File: config.mk
export PLATFORM = sky130hd
export DESIGN_NAME = instr_sequencer
export DESIGN_NICKNAME = d
export VERILOG_FILES = /design/src/rtl/seq_pkg.sv /design/src/rtl/pc_counter.sv /design/src/rtl/instr_sequencer.sv
export SDC_FILE = /design/constraint.sdc
export NUM_CORES = 1
export LEC_CHECK = 0
export ABC_AREA = 1
export CAP_MARGIN = 20
export CORE_MARGIN = 2
export CORE_UTILIZATION = 44
export DETAILED_ROUTE_END_ITERATION = 7
export GPL_TIMING_DRIVEN = 1
export PLACE_DENSITY_LB_ADDON = 0.15
export SKIP_CTS_REPAIR_TIMING = 1
export SLEW_MARGIN = 20
export SYNTH_ARGS = -nofsm -noshare
export SYNTH_HDL_FRONTEND = slang
export SYNTH_SLANG_ARGS = --single-unit
export TNS_END_PERCENT = 50
File: constraint.sdc
create_clock -name clk -period 1.21 [get_ports clk]
set_input_delay 0.121 -clock clk [delete_from_list [all_inputs] [get_ports clk]]
set_output_delay 0.121 -clock clk [all_outputs]
set_load 0.005 [all_outputs]
File: src/rtl/seq_pkg.sv
// seq_pkg: shared state encoding, opcode and width constants for the instruction sequencer
package seq_pkg;
  localparam int OP_W = 4;
  localparam int PC_W = 4;
  localparam logic [OP_W-1:0] OP_NOP  = 4'h0;
  localparam logic [OP_W-1:0] OP_JMP  = 4'hE;
  localparam logic [OP_W-1:0] OP_HALT = 4'hF;
  typedef enum logic [2:0] {IDLE, FETCH, DECODE, EXEC, HALT} state_t;
  // NOP and JMP leave the register file alone; HALT never reaches EXEC
  function automatic logic is_issue(input logic [OP_W-1:0] op);
    return op != OP_NOP && op != OP_JMP && op != OP_HALT;
  endfunction
endpackage

File: src/rtl/pc_counter.sv
// pc_counter: program counter with clear, load and modulo-2^PC_W increment (clear > load > inc)
module pc_counter
  import seq_pkg::*;
(
  input  logic            clk,
  input  logic            rst,
  input  logic            clear,
  input  logic            load,
  input  logic            inc,
  input  logic [PC_W-1:0] load_val,
  output logic [PC_W-1:0] pc
);
  always_ff @(posedge clk or posedge rst)
    if (rst) pc <= '0;
    else if (clear) pc <= '0;
    else if (load) pc <= load_val;
    else if (inc) pc <= pc + 1'b1;
endmodule

File: src/rtl/instr_sequencer.sv
// instr_sequencer: fetch/decode/exec sequencer issuing one instruction every 3 cycles.
// Optional SEQ_SINGLE_STEP_EN adds a step input that gates each FETCH.
module instr_sequencer
  import seq_pkg::*;
(
  input  logic            clk,
  input  logic            rst,
  input  logic            start,
`ifdef SEQ_SINGLE_STEP_EN
  input  logic            step,
`endif
  output logic [PC_W-1:0] prog_addr,
  input  logic [7:0]      prog_data,
  output logic [OP_W-1:0] instr,
  output logic [3:0]      imm,
  output logic            busy,
  output logic            halted
);
  state_t state_q, state_d;
  logic [OP_W-1:0] op_q;
  logic [3:0] imm_q;
  logic pc_clear, pc_load, pc_inc, capture, fetch_go;
`ifdef SEQ_SINGLE_STEP_EN
  assign fetch_go = step;
`else
  assign fetch_go = 1'b1;
`endif
  pc_counter u_pc (
    .clk(clk),
    .rst(rst),
    .clear(pc_clear),
    .load(pc_load),
    .inc(pc_inc),
    .load_val(imm_q),
    .pc(prog_addr)
  );
  always_ff @(posedge clk or posedge rst)
    if (rst) state_q <= IDLE;
    else state_q <= state_d;
  always_ff @(posedge clk or posedge rst)
    if (rst) begin
      op_q  <= OP_NOP;
      imm_q <= '0;
    end else if (capture) begin
      op_q  <= prog_data[7:4];
      imm_q <= prog_data[3:0];
    end
  // start is only looked at in IDLE and HALT, so it is ignored while busy
  always_comb begin
    state_d  = state_q;
    pc_clear = 1'b0;
    pc_load  = 1'b0;
    pc_inc   = 1'b0;
    capture  = 1'b0;
    case (state_q)
      IDLE, HALT: begin
        state_d  = start ? FETCH : state_q;
        pc_clear = start;
      end
      FETCH: begin
        state_d = fetch_go ? DECODE : FETCH;
        capture = fetch_go;
      end
      DECODE: state_d = op_q == OP_HALT ? HALT : EXEC;
      EXEC: begin
        state_d = FETCH;
        pc_load = op_q == OP_JMP;
        pc_inc  = op_q != OP_JMP;
      end
      default: state_d = IDLE;
    endcase
  end
  assign instr  = state_q == EXEC && is_issue(op_q) ? op_q : '0;
  assign imm    = imm_q;
  assign busy   = state_q != IDLE && state_q != HALT;
  assign halted = state_q == HALT;
endmodule
==> results by group <==
Status
  – Status: finished with violations
  – Failing checks: setup timing

Logic synthesis
  – Register area share after synthesis: 48.2%
  – Synthesized net count: 115
  – EDFF count, synth: 0
  – Count leader, synth: nand2_1
  – Largest cells by area after synthesis: dfrtp_1 48%, nand2_1 10%, inv_1 9.1%
  – Area leader, netlist: dfrtp_1
  – Avg Inst Size Synth: 7.57 µm²
  – Fraction of registers with async set/reset: 100%
  – Post-synth top area share: 48.2%
  – Yosys warnings: 0
  – Yosys cell types: 16
  – Synth Flop Type: dfrtp_1
  – Syn Std Cell Area: 779 µm²
  – Top cells by count, synth: 21 x nand2_1, 19 x inv_1, 18 x nor2_1
  – Mapped Cells: 103
  – Register bit total from synthesis: 15

GRT
  – Tot GR Track Use: 18.6%
  – Total global routing overflow: 0
  – Pin count of the biggest net entering global routing: 18
  – First-pass GRT wire length: 2.81 mm
  – Vias in the first global route: 676
  – Initial antenna violation count: 0

Worst setup path
  – Worst Setup End Kind: primary output
  – CP dominant cell by count: nor2_4
  – Crit path required time: 1090 ps
  – Reg2reg start: state_q[0]$_DFFE_PP0P_
  – Critical path launch point type: flip-flop
  – Crit-path max FO: 4
  – Crit path launch: op_q[2]$_DFFE_PP0N_
  – CP max stage delay: 420 ps
  – WS Path Type: flip-flop to primary output
  – Crit-path cells: nand2_2 -> nor2_4 -> nor2_4 -> o21ai_4 -> nor2_2 -> buf_2
  – Crit-path slowest cell: dfrtp_1
  – WP data arrival: 1320 ps

Detailed routing
  – Antenna Violating Nets Remaining: 0
  – DRT Wirelength: 1.93 mm
  – Routed WL per cell: 11.4 µm
  – Vias per cell: 4.83
  – DRT iter0 DRCs: 10
  – DRC viols: 0
  – Vias: 817
  – Drt pass-1 iters: 6

Timing
  – Worst-Margin Slew: 197 ps
  – Setup TNS: -1440 ps
  – Fin. max-slew vios: 0
  – Minimum clock period: 1440 ps
  – PnR worst setup slack: -234 ps
  – Final setup viols: 10
  – Final hold violations: 0
  – Worst rel slew slack: 86.9%
  – RSZ-0062 raised after global routing: true
  – Crit share post-route: 119%
  – Max Clock Freq: 692 MHz
  – Final Skew: 9.27 ps

Power and ir drop
  – Leakage: 0.752 nW
  – Psw: 1.32 mW
  – Max VDD drop: 1.77 mV
  – Clock Power Share: 8.8%
  – Sequential Power Share: 28.0%
  – Power density of the placed cells: 2530 nW/µm²
  – Cell-internal power: 1.92 mW
  – Sw frac: 40.8%
  – Comb pwr share: 63.2%

Placed design
  – Dpl cells: 159
  – Detailed Place HPWL: 1.34 mm
  – Port bufs: 24
  – Pre-CTS setup slack: -297 ps
  – Routability cong.: 0.809

Layout
  – Core Util, Final: 75.9%
  – Layout Nets: 165
  – Share of cells above drive strength 1: 32.2%
  – P&R area growth vs syn: 64.4%
  – Layout Cells excl Fill: 169
  – Antenna diodes: 0

CTS
  – Skew-Pair Late Insertion Delay: 280 ps
  – Htree depth: 1
  – Clock transition at the registers of the reported paths: 100 ps
  – CTS Buffer Depth: 2
  – Clock Tree Root: clkbuf_4
  – CTS tree: built
  – Num CTS Buffers: 3
  – Clock sinks: 15

Die
  – Initial Utilization: 46.1%
  – Die Area: 2120 µm²
  – Core ar.: 1690 µm²
  – Top-Level Pins: 25
  – Die Y: 46.1 µm
  – Site Rows: 15
  – Die width: 46.1 µm

Run
  – Max cap viols: 0

Hold path
  – Hold Crit Class: input port to async pin
-- layout by cell type, fill, tap and decap left out, types with 3 or more instances in the layout --
cell and n:
clkdlybuf4s50_1 10, nor2_1 12, nor2_2 4, nor2_4 3, buf_4 21, nand3_1 10, clkbuf_4 3, nand3_2 3
inv_1 14, inv_2 5, a21oi_1 8, nand2_1 20, dlymetal6s2s_1 9, dfrtp_1 15, buf_2 4
-- power groups by stage --
stage	clock (mW)	combinational (mW)	sequential, mW
floorplan	0	0.835	0.907
global placement	0	1.76	0.898
detailed placement	0	1.80	0.907
CTS	0.294	1.81	0.894
global route	0.327	2.25	0.926
finish	0.284	2.05	0.906
-- path summary, 6_finish.rpt --
kind	cells after the start	slack, ps	to
max in group asynchronous	3	900	op_q[2]$_DFFE_PP0N_
min	3	130	imm[2]$_DFFE_PP0N_
min reg2reg	2	540	u_pc.pc[3]$_DFFE_PP0P_
min in group clk	3	400	imm[2]$_DFFE_PP0N_
max	6	-230	instr[1]
max reg2reg	9	-100	u_pc.pc[3]$_DFFE_PP0P_
-- routing by layer --
layer  routed length [µm]  GRT usage [%]  up-vias
li1                     -              -      422
met1                  814           23.6      369
met3                   86           4.71        4
met5                    0              0        -
met2                  988           31.4       22
met4                   39           5.14        0
-- area by class of cell --
| type | count | area, µm² |
|---|---|---|
| timing repair buffer | 46 | 415 |
| multi-input combinational | 68 | 370 |
| clock inverter | 1 | 5.00 |
| tap | 17 | 21.3 |
| fill | 129 | 408 |
| inverter | 19 | 71.3 |
| clock buffer | 3 | 22.5 |
| sequential | 15 | 375 |
-- flip-flops by register name, summed over array words and instances, names as in the netlist --
register	flops
imm	4
state_q	3
op_q	4
u_pc.pc	4
-- through the flow --
stage	hold WS, ps	instance area, µm²	power, mW
after floorplan	22.5	779	1.74
after global placement	437	1160	2.66
after detailed placement	447	1160	2.70
after CTS	129	1190	3.00
after global routing	149	1280	3.51
final	127	1280	3.24
-- worst max-delay path, delay by kind of cell (launching register included) --
family          cells  cell delay, ps
simple gates        4             430
flops               1             420
buf+inv             1             120
compound gates      1              90
-- cells by family (layout without fill, tap and decap cells) --
family | Yosys count | count (layout) | synth area share (%)
AO/OA/AOI/OAI | 12 | 12 | 8.51
AND/OR/NAND/NOR | 54 | 54 | 30.0
adder cells (fa/ha/maj) | 1 | 1 | 1.60
buffers and inverters | 20 | 69 | 10.6
flip-flops | 15 | 15 | 48.2
XOR/XNOR | 1 | 1 | 1.12
Note: power is estimated with default switching activity, not from simulation.
